--- config.mk ---
export PLATFORM = sky130hd
export DESIGN_NAME = count_up_nbits_flat
export DESIGN_NICKNAME = d
export VERILOG_FILES = /design/src/rtl/count_up_nbits_if.sv /design/src/rtl/count_up_nbits.sv /design/src/flat_wrapper.sv
export SDC_FILE = /design/constraint.sdc
export NUM_CORES = 1
export LEC_CHECK = 0
export BUFFER_PORTS_ARGS = -buffer_cell sky130_fd_sc_hd__buf_2
export CAP_MARGIN = 20
export CORE_ASPECT_RATIO = 0.5
export CORE_MARGIN = 8
export CORE_UTILIZATION = 63
export DETAILED_ROUTE_END_ITERATION = 16
export GPL_TIMING_DRIVEN = 0
export PLACE_DENSITY = 0.87
export SLEW_MARGIN = 10
export SYNTH_ARGS = -nofsm -noshare
export SYNTH_HDL_FRONTEND = slang
export SYNTH_SLANG_ARGS = --single-unit
--- constraint.sdc ---
create_clock -name clk -period 3.2 [get_ports clk]
set_input_delay 0.8 -clock clk [delete_from_list [all_inputs] [get_ports clk]]
set_output_delay 0.8 -clock clk [all_outputs]
set_load 0.02 [all_outputs]
--- src/rtl/count_up_nbits_if.sv ---
// Control and status bundle for count_up_nbits: enable/clear in, count and display out.
interface count_up_nbits_if #(
  parameter int unsigned N = 6
);
  logic         en;
  logic         clear;
  logic [N-1:0] count_out;
  logic         tc;
  logic [6:0]   led1;
  logic [6:0]   led2;
  logic         bcd_busy;

  modport master (
    output en, clear,
    input  count_out, tc, led1, led2, bcd_busy
  );

  modport slave (
    input  en, clear,
    output count_out, tc, led1, led2, bcd_busy
  );
endinterface

--- src/rtl/count_up_nbits.sv ---
// N-bit up-counter with terminal count and a two-digit active-low 7-segment readout
// fed by a multi-cycle double-dabble converter. Option: COUNT_UP_LEADING_ZERO_BLANK_EN blanks a zero tens digit.
module count_up_nbits #(
  parameter int unsigned N = 6
) (
  input  logic            clk,
  input  logic            reset,
  count_up_nbits_if.slave bus
);

  localparam int unsigned CW        = (N > 1) ? $clog2(N) : 1;
  localparam logic [6:0]  SEG_ZERO  = 7'b1000000;
  localparam logic [6:0]  SEG_BLANK = 7'b1111111;
`ifdef COUNT_UP_LEADING_ZERO_BLANK_EN
  localparam logic [6:0]  LED2_RST  = SEG_BLANK;
`else
  localparam logic [6:0]  LED2_RST  = SEG_ZERO;
`endif

  typedef enum logic [1:0] {IDLE, LOAD, SHIFT, DONE} state_t;

  state_t        state;
  logic [N-1:0]  count;
  logic [N-1:0]  last_conv;
  logic [N-1:0]  bin;
  logic [3:0]    tens;
  logic [3:0]    units;
  logic [3:0]    units_adj;
  logic [2:0]    tens_adj;
  logic [CW-1:0] shcnt;
  logic          busy;
  logic [6:0]    led1_q;
  logic [6:0]    led2_q;

  // Active-low gfedcba decode; anything above 9 blanks.
  function automatic logic [6:0] seg7(input logic [3:0] d);
    case (d)
      4'd0:    seg7 = 7'b1000000;
      4'd1:    seg7 = 7'b1111001;
      4'd2:    seg7 = 7'b0100100;
      4'd3:    seg7 = 7'b0110000;
      4'd4:    seg7 = 7'b0011001;
      4'd5:    seg7 = 7'b0010010;
      4'd6:    seg7 = 7'b0000010;
      4'd7:    seg7 = 7'b1111000;
      4'd8:    seg7 = 7'b0000000;
      4'd9:    seg7 = 7'b0010000;
      default: seg7 = SEG_BLANK;
    endcase
  endfunction

  // Counter: clear beats enable, wraps without saturation.
  always_ff @(posedge clk or negedge reset) begin
    if (!reset) begin
      count <= '0;
    end else if (bus.clear) begin
      count <= '0;
    end else if (bus.en) begin
      count <= count + N'(1);
    end
  end

  // Add-3 correction; the tens nibble never exceeds 6, so its top bit is shifted out.
  always_comb begin
    units_adj = (units >= 4'd5) ? (units + 4'd3) : units;
    tens_adj  = 3'((tens >= 4'd5) ? (tens + 4'd3) : tens);
  end

  // Converter FSM; a count change mid-conversion is picked up on return to IDLE.
  always_ff @(posedge clk or negedge reset) begin
    if (!reset) begin
      state     <= IDLE;
      last_conv <= '0;
      bin       <= '0;
      tens      <= '0;
      units     <= '0;
      shcnt     <= '0;
      busy      <= 1'b0;
      led1_q    <= SEG_ZERO;
      led2_q    <= LED2_RST;
    end else begin
      case (state)
        IDLE: begin
          if (count != last_conv) begin
            state <= LOAD;
            busy  <= 1'b1;
          end
        end
        LOAD: begin
          bin       <= count;
          last_conv <= count;
          tens      <= '0;
          units     <= '0;
          shcnt     <= '0;
          state     <= SHIFT;
        end
        SHIFT: begin
          {tens, units, bin} <= {tens_adj, units_adj, bin, 1'b0};
          shcnt              <= shcnt + CW'(1);
          if (shcnt == CW'(N - 1)) begin
            state <= DONE;
          end
        end
        DONE: begin
          led1_q <= seg7(units);
`ifdef COUNT_UP_LEADING_ZERO_BLANK_EN
          led2_q <= (tens == 4'd0) ? SEG_BLANK : seg7(tens);
`else
          led2_q <= seg7(tens);
`endif
          busy   <= 1'b0;
          state  <= IDLE;
        end
        default: begin
          busy  <= 1'b0;
          state <= IDLE;
        end
      endcase
    end
  end

  assign bus.count_out = count;
  assign bus.tc        = (count == {N{1'b1}});
  assign bus.led1      = led1_q;
  assign bus.led2      = led2_q;
  assign bus.bcd_busy  = busy;

endmodule

--- src/flat_wrapper.sv ---
// flat-port wrapper written by rule: the top's interface ports become plain ports
module count_up_nbits_flat 
#(
  parameter int unsigned N = 6
)
  (clk, reset, bus_en, bus_clear, bus_count_out, bus_tc, bus_led1, bus_led2, bus_bcd_busy);
  count_up_nbits_if #(.N(N)) bus_i ();
  input  logic clk;
  input  logic reset;
  input wire logic [$bits(bus_i.en)-1:0] bus_en;
  input wire logic [$bits(bus_i.clear)-1:0] bus_clear;
  output wire logic [$bits(bus_i.count_out)-1:0] bus_count_out;
  output wire logic [$bits(bus_i.tc)-1:0] bus_tc;
  output wire logic [$bits(bus_i.led1)-1:0] bus_led1;
  output wire logic [$bits(bus_i.led2)-1:0] bus_led2;
  output wire logic [$bits(bus_i.bcd_busy)-1:0] bus_bcd_busy;
  assign bus_i.en = bus_en;
  assign bus_i.clear = bus_clear;
  assign bus_count_out = bus_i.count_out;
  assign bus_tc = bus_i.tc;
  assign bus_led1 = bus_i.led1;
  assign bus_led2 = bus_i.led2;
  assign bus_bcd_busy = bus_i.bcd_busy;
  count_up_nbits #(.N(N)) u_core (.clk(clk), .reset(reset), .bus(bus_i));
endmodule
; Yosys cells after proc, flatten, opt, wreduce, memory -nomap -nowiden
; Memory sizes are Yosys's and may differ from the RTL's. A register that Yosys moved wholly into a read port is not among the register bits.
; Cells that the tools add are included.
[classes]
addsub = 4
n_mul = 0
n_div = 0
magnitude_cmp = 2
eq_ne = 8
n_shift = 0
mux = 13
bitwise_logic = 0
reduce_logical = 8
[ops]
columns = cell, count
row1 = $pmux 4 s2, 2
row2 = $mux 6, 2
row3 = $pmux 6 s2, 1
row4 = $ge 4x3->1 const B, 2
row5 = $pmux 2 s4, 1
row6 = $add 6x1->6 const B, 1
row7 = $eq 6x6->1 const B, 1
row8 = $ne 6x6->1, 1
row9 = $pmux 3 s2, 1
row10 = $reduce_bool 2->1, 3
row11 = $add 4x2->4 const B, 1
row12 = $eq 2x2->1 const B, 2
row13 = $mux 2, 2
row14 = $mux 4, 1
row15 = $ne 2x1->1 const B, 2
row16 = $reduce_and 2->1, 2
row17 = $add 3x1->3 const B, 1
row18 = $add 3x2->3 const B, 1
row19 = $eq 3x3->1 const B, 1
row20 = $mux 3, 1
row21 = $eq 2x1->1 const B, 1
row22 = $logic_not 1->1, 2
row23 = $logic_not 2->1, 1
row24 = $pmux 1 s2, 1
row25 = $mux 1, 1
[totals]
regBits = 32
latch_bits = 0
ramBits = 0
romBits = 224
input_bits = 4
out_inout_bits = 22
wordCells = 45
memories = 2
[memory_table]
columns = memory, depth, width, read_ports, rd_ports_with_merged_regs, wr, line
row1 = (name not given), 16, 7, 1, 1, 0, count_up_nbits.sv:37  ; case (d)
row2 = (name not given), 16, 7, 1, 1, 0, count_up_nbits.sv:37

; Logic depth before layout (Yosys ltp)
; Gate-level depths: netlist of the first run.
[logic_depth]
ltp_word = 3
ltp_mapped = 8
mapped_depth_nobuf = 7

; Worst setup path before layout of the first run
; OpenSTA, ideal clock, no wires.
[synth_path]
path_type = flip-flop to output port
startpoint = register u_core.count[0] (netlist: u_core.bus.count_out[0])
endpoint = output bus_tc
t_arrival_ns = 1.145
required_ns = 2.400
setup_slack_ns = 1.255
stages_incl_launch_ff = 4
path_buffers = 0
path_cell_list = dfrtp_1 > ha_1 > nand3_1 > nor2_1
[synth_via]
elab_chain_cells = 1
[synth_lines]
columns = element, line
row1 = from (decl), count_up_nbits.sv:23  ; logic [N-1:0] count;
row2 = from (signal assigned), count_up_nbits.sv:59  ; count <= count + N'(1);
row3 = $eq 6x6->1, count_up_nbits.sv:123  ; assign bus.tc = (count == {N{1'b1}});
row4 = to (decl), flat_wrapper.sv:13  ; output wire logic [$bits(bus_i.tc)-1:0] bus_tc;
; No other way between the ends.

; Final worst setup path of the first run
; Same ends and word-level chain as after synthesis.

==> results of run 1 <==
[synthesized netlist by cell type (all sizes together) (2+ instances only)]
master / n / area share
dfrtp: 44 / 0.44
inv: 25 / 0.037
nor2: 22 / 0.033
a21oi: 21 / 0.042
o21ai: 20 / 0.040
ha: 19 / 0.094
nand2: 13 / 0.019
mux2: 12 / 0.055
clkbuf: 11 / 0.017
xor2: 9 / 0.034
mux2i: 8 / 0.032
o211ai: 7 / 0.021
o22ai: 7 / 0.017
nand2b: 6 / 0.015
buf: 4 / 0.013
nand3: 4 / 0.0079
nand3b: 3 / 0.0089
nand4: 3 / 0.0074
xnor2: 3 / 0.010
a21o: 2 / 0.0059
dfstp: 2 / 0.021
[logic make-up after synthesis]
group                      synth area share
adders and majority gates            0.0942
DFF                                   0.457
buffers and inverters                0.0669
AOI/OAI and AO/OA                     0.143
muxes                                0.0868
xor gates and xnor gates             0.0446
and+or+nand+nor                       0.108
[placed cells by master, fill, tap and decap left out, types with 2 or more instances in the layout]
cell      synthesis  final
o21ai_0          20     20
nor2_1           22     22
buf_2             2     27
nand3b_1          3      3
buf_6             2      2
clkbuf_1         10     10
o211ai_1          7      7
a21oi_1          21     21
inv_1            25     25
nand4_1           3      3
nand2_1          13     13
xor2_1            8      8
a21o_1            2      2
mux2i_1           8      8
mux2_2           11     11
ha_1             19     19
dfrtp_1          44     44
o22ai_1           7      7
xnor2_1           3      3
nand3_1           4      4
clkinv_2          0      2
clkbuf_8          0      5
dfstp_2           2      2
nand2b_1          6      6
[critical path, cell delays in order (launching register included)]
cell	delay (ns)
dfrtp_1	0.50
ha_1	0.25
nand3_1	0.08
nor2_1	0.09
buf_2	0.17
[flip-flops by register name, summed over array words and instances (netlist names)]
name,count
u_core.bus.led1,7
u_core.bus.led2,7
u_core.bin,6
u_core.bus.count_out,6
u_core.last_conv,6
u_core.tens,4
u_core.units,4
u_core.shcnt,3
u_core.state,2
u_core.bus.bcd_busy,1
[final timing paths]
path                                          from                 endpoint  depth (start not counted)
max                        u_core.bus.count_out[0]                   bus_tc                          4
min in group clk                u_core.bus.led2[6]       u_core.bus.led2[6]                          2
max in group asynchronous                    reset       u_core.bus.led2[6]                          2
max reg2reg                        u_core.units[1]          u_core.units[2]                          6
min                                          reset  u_core.bus.count_out[3]                          1
min reg2reg                     u_core.bus.led2[6]       u_core.bus.led2[6]                          2
[per-layer routing]
layer	vias to the layer above	GRT usage	share of wire	wire length, microns
li1	915	-	-	-
met1	936	0.199	0.45	2340
met2	60	0.305	0.48	2500
met3	7	0.0530	0.066	345
met4	0	0.0733	0.010	54
met5	-	0	0	0
[per-stage QoR]
stage | area [sq um] | setup slack [ns] | utilization
global placement | 2720 | 1.37 | 0.703
CTS | 2830 | 0.993 | 0.731
finish | 2850 | 1.01 | 0.736
detailed placement | 2720 | 1.34 | 0.703
global route | 2850 | 0.877 | 0.736
floorplan | 2520 | 1.26 | -
[power by group through the flow]
stage / logic [mW] / registers, mW / clock network, mW
after floorplan: 0.677 / 0.893 / 0
after global placement: 0.935 / 0.832 / 0
after detailed placement: 0.981 / 0.846 / 0
after CTS: 0.994 / 0.837 / 0.433
after global routing: 1.11 / 0.855 / 0.457
final: 0.991 / 0.837 / 0.426
[final cells by class]
type / count / area, sq um / area share
multi-input combinational: 167 / 1200 / 0.422
timing repair buffer: 26 / 145 / 0.0510
clock inverter: 3 / 40.0 / 0.0141
sequential: 46 / 1150 / 0.405
buffer: 15 / 75.1 / 0.0264
clock buffer: 5 / 68.8 / 0.0242
tap: 54 / 67.6 / 0.0237
inverter: 25 / 93.8 / 0.0330
==> results_dict.tcl, run 1 <==
set metrics [dict create \
    clkTransAtPathRegs_ns 0.09 \
    ys_warn_count 0 \
    synth_area_sq_um 2520 \
    synth_enable_flop_cells 0 \
    ir_worst_vdd_mv 0.351 \
    power.density_nw_per_um2 792 \
    fmax_mhz 457 \
    cts_buffers 5 \
    routed-via-count 1918 \
    holdWs_ns 0.413 \
    fin_nets 309 \
    worstMarginPinSlew_ns 0.474 \
    critical_path_class "reg -> out" \
    synth_cells 253 \
    pwr-share-seq 0.371 \
    core_area_sq_um 3860 \
    routed_wl_microns 5240 \
    status "complete, no violations" \
    clk_latency_ns 0.30 \
    die_area_sq_um 6410 \
    p_int_mw 1.36 \
    dr.pass1.iters 4 \
    setup_viol 0 \
    cp_max_fo 7 \
    p_sw_mw 0.894 \
    drv_slew 0 \
    fin_skew_ns 0.00485 \
    grt_max_degree 47 \
    cts.path.max_buffers 2 \
    maxCapViolCount 0 \
    syn2layout_area_growth_pct 12.7 \
    start_util 0.653 \
    grt_pass1_vias 1991 \
    die_y_microns 60.8 \
    fp.dieW_microns 106 \
    post-cts-setup-buffer-count 0 \
    antenna_left 0 \
    synthArstFlopShare 1.00 \
    hold_violations 0 \
    cts_tree "yes" \
    ioPinCount 26 \
    antenna_found_initial 0 \
    rsz0062_at_grt "false" \
    track_usage 0.174 \
    finalPower_mw 2.25 \
    power_frac_comb 0.440 \
    r2r_setup_slack_ns 1.34 \
    cts_sinks 46 \
    clkPwrFrac 0.189 \
    vias_per_cell 5.62 \
    cp.arrival_ns 1.39 \
    hpwl_microns 3610 \
    dp_cells 332 \
    slew_headroom 0.684 \
    post_synth.cell_area_avg_sq_um 9.97 \
    fin_tns_setup_ns 0 \
    min_period_over_period 0.684 \
    synth_nets 276 \
    synth_seq_area_share 0.457 \
    gp_congestion 0.894 \
    drive_above_1_share 0.202 \
    synth_top_flop_cell "dfrtp_1" \
    drt-initial-drc-count 147 \
    critical_path_required_ns 2.40 \
    sw_frac_of_total 0.397 \
    h-tree-depth 2 \
    final-instance-count-excl-fill 341 \
    hold_class "in -> async" \
    row_count 16 \
    drc_errors 0 \
    end_kind "output port" \
    portBuffers 25 \
    cts_resized 0 \
    wl_per_cell_microns 15.4 \
    root_buffer "clkbuf_8" \
    ys_types 33 \
    ctsHoldBuffers 0 \
    cp-start-kind "flip-flop" \
    layout_min_cycle_time_ns 2.19 \
    power_leakage_nw 1.38 \
    num_antenna_cells 0 \
    ys_ff_latch 46 \
    fillers 273 \
    overflow 0 \
    grt_pass1_wl_microns 8930 \
]
No activity file was read; power rests on OpenSTA's default activity.
==> run 2: changes to the inputs <==
--- a/config.mk
+++ b/config.mk
@@ -5,14 +5,15 @@
 export SDC_FILE = /design/constraint.sdc
 export NUM_CORES = 1
 export LEC_CHECK = 0
+export ABC_AREA = 1
 export BUFFER_PORTS_ARGS = -buffer_cell sky130_fd_sc_hd__buf_2
 export CAP_MARGIN = 20
 export CORE_ASPECT_RATIO = 0.5
 export CORE_MARGIN = 8
-export CORE_UTILIZATION = 63
+export CORE_UTILIZATION = 58
 export DETAILED_ROUTE_END_ITERATION = 16
 export GPL_TIMING_DRIVEN = 0
-export PLACE_DENSITY = 0.87
+export PLACE_DENSITY = 0.82
 export SLEW_MARGIN = 10
 export SYNTH_ARGS = -nofsm -noshare
 export SYNTH_HDL_FRONTEND = slang
==> constraint.sdc (replaced) <==
create_clock -name clk -period 2.1 [get_ports clk]
set_input_delay 0.525 -clock clk [delete_from_list [all_inputs] [get_ports clk]]
set_output_delay 0.525 -clock clk [all_outputs]
set_load 0.02 [all_outputs]
==> run 2 against run 1 <==
Combinational power is 27% higher. Utilization is 4.7 points lower. Cell count is 11% higher. Sequential share of layout area is 1.7 points higher. Die area is 3.6% higher. Clock-buffer cell count is 2 higher. Total power is 35% higher. First-iteration DRC count is 24% lower. Register-to-register slack worse by 0.93 ns. Critical endpoint unchanged. Largest cell class is now sequential cells. Largest power group unchanged. Highest routed layer unchanged.
==> results_dict.tcl, run 2 <==
set metrics [dict create \
    hold_class "in -> async" \
    hold_violations 0 \
    cp-start-kind "flip-flop" \
    ys_ff_latch 46 \
    fmax_mhz 527 \
    power_leakage_nw 1.33 \
    synth_area_sq_um 2430 \
    synth_seq_area_share 0.475 \
    ff_latch_area_sq_um 1150 \
    min_period_over_period 0.903 \
    post-cts-setup-buffer-count 0 \
    cts_resized 0 \
    grt_pass1_wl_microns 8490 \
    cp_max_fo 6 \
    yosys-top-cells-count "nand2_1 (67), dfrtp_1 (44), nor2_1 (32), inv_1 (29)" \
    p_sw_mw 1.28 \
    root_buffer "clkbuf_8" \
    drive_above_1_share 0.175 \
    ys_warn_count 0 \
    syn2layout_area_growth_pct 12.5 \
    ir_worst_vdd_mv 0.452 \
    ys_types 27 \
    final_cell_mix "nand2_1 (67), dfrtp_1 (44), nor2_1 (32)" \
    drt-initial-drc-count 112 \
    antenna_left 0 \
    cts_sinks 46 \
    wl_per_cell_microns 13.0 \
    hpwl_microns 3570 \
    final-instance-count-excl-fill 379 \
    status "complete, no violations" \
    track_usage 0.160 \
    start_util 0.613 \
    end_kind "output port" \
    num_antenna_cells 0 \
    overflow 0 \
    h-tree-depth 2 \
    routed-via-count 1985 \
    synth_nets 314 \
    row_count 16 \
    cts.path.max_buffers 2 \
    synth_area_leaders "dfrtp_1 (45%), nand2_1 (10%), ha_1 (9.8%)" \
    vias_per_cell 5.24 \
    clkPwrFrac 0.184 \
    slew_headroom 0.693 \
    layout_min_cycle_time_ns 1.90 \
    synth_top_flop_cell "dfrtp_1" \
    setup_viol 0 \
    clk_latency_ns 0.30 \
    gp_congestion 0.850 \
    drc_errors 0 \
    synthArstFlopShare 1.00 \
    crit_family "flip-flops" \
    grt_pass1_vias 2008 \
    cp_cell_sequence "ha_1 > nand4_1 > nor2_1 > buf_2" \
    sw_frac_of_total 0.419 \
    path_buf_inv 1 \
    routed_wl_microns 4940 \
    clkTransAtPathRegs_ns 0.09 \
    die_area_sq_um 6640 \
    p_int_mw 1.77 \
    die_y_microns 61.8 \
    final_common_cell "nand2_1" \
    fin_nets 347 \
    portBuffers 25 \
    fp.dieW_microns 108 \
    rsz0062_at_grt "false" \
    cts_buffers 5 \
    multi_input_area_sq_um 1110 \
    ioPinCount 26 \
    yosysTopAreaCellShare 0.453 \
    critical_path_required_ns 1.57 \
    cp.arrival_ns 1.37 \
    post_synth.cell_area_avg_sq_um 8.35 \
    worstMarginPinSlew_ns 0.461 \
    slowest_delay_ns 0.44 \
    dp_cells 370 \
    cp_slowest_cell "dfrtp_1" \
    maxCapViolCount 0 \
    fillers 299 \
    synth_enable_flop_cells 0 \
    antenna_found_initial 0 \
    synth_cells 291 \
    core_area_sq_um 3960 \
    drv_slew 0 \
    ctsHoldBuffers 0 \
    dr.pass1.iters 4 \
    fin_skew_ns 0.00734 \
    power.density_nw_per_um2 1120 \
    cts_tree "yes" \
    critical_path_class "reg -> out" \
    pwr-share-seq 0.402 \
    fin_tns_setup_ns 0 \
    power_frac_comb 0.414 \
    synth.most_common_cell "nand2_1" \
    grt_max_degree 47 \
    yosys.area.top_type "dfrtp_1" \
]
==> run 2: final timing paths <==
path,start,to,slack (ns),cells after the start
worst max-delay path,u_core.bus.count_out[0],bus_tc,0.20,4
worst min-delay path,reset,u_core.bin[3],0.16,1
worst max register to register,u_core.state[0],u_core.tens[2],0.41,7
worst min register to register,u_core.bus.led1[6],u_core.bus.led1[6],0.49,2
max in group asynchronous,reset,u_core.bus.led1[6],1.38,2
min in group clk,bus_clear,u_core.bus.count_out[2],0.41,2
==> run 2: power groups by stage <==
stage / sequential (mW) / combinational (mW) / clock [mW]
floorplan: 1.40 / 0.722 / 0
global placement: 1.23 / 1.21 / 0
detailed placement: 1.24 / 1.26 / 0
CTS: 1.23 / 1.27 / 0.567
global route: 1.26 / 1.42 / 0.609
finish: 1.23 / 1.26 / 0.563
==> run 2: per-stage QoR <==
stage	worst slack [ns]	utilization	power, mW	cell area [sq um]	hold WS (ns)
after CTS	0.197	0.684	3.06	2710	0.403
after floorplan	0.410	-	2.12	2430	0.229
after global routing	0.0886	0.689	3.28	2730	0.186
after global placement	0.511	0.661	2.44	2620	0.480
final	0.204	0.689	3.05	2730	0.160
after detailed placement	0.440	0.661	2.50	2620	0.479
==> run 2: cell families after synthesis <==
| logic type | synth area share |
|---|---|
| AOI/OAI and AO/OA | 0.148 |
| and+or+nand+nor | 0.211 |
| buffers and inverters | 0.0685 |
| adders and majority gates | 0.0979 |
| DFF | 0.475 |
==> run 2: layout make-up <==
type,instances,share of cell area
timing repair buffer,26,0.0531
tap,54,0.0247
clock buffer,7,0.0316
inverter,36,0.0495
buffer,7,0.0114
sequential,46,0.422
clock inverter,1,0.00183
multi-input combinational,202,0.406
==> run 2: per-layer routing <==
layer	share of wire	up-vias	track usage
met4	0.011	0	0.0586
met5	0	-	0
met1	0.50	914	0.198
met3	0.059	5	0.0422
li1	-	1015	-
met2	0.43	51	0.269
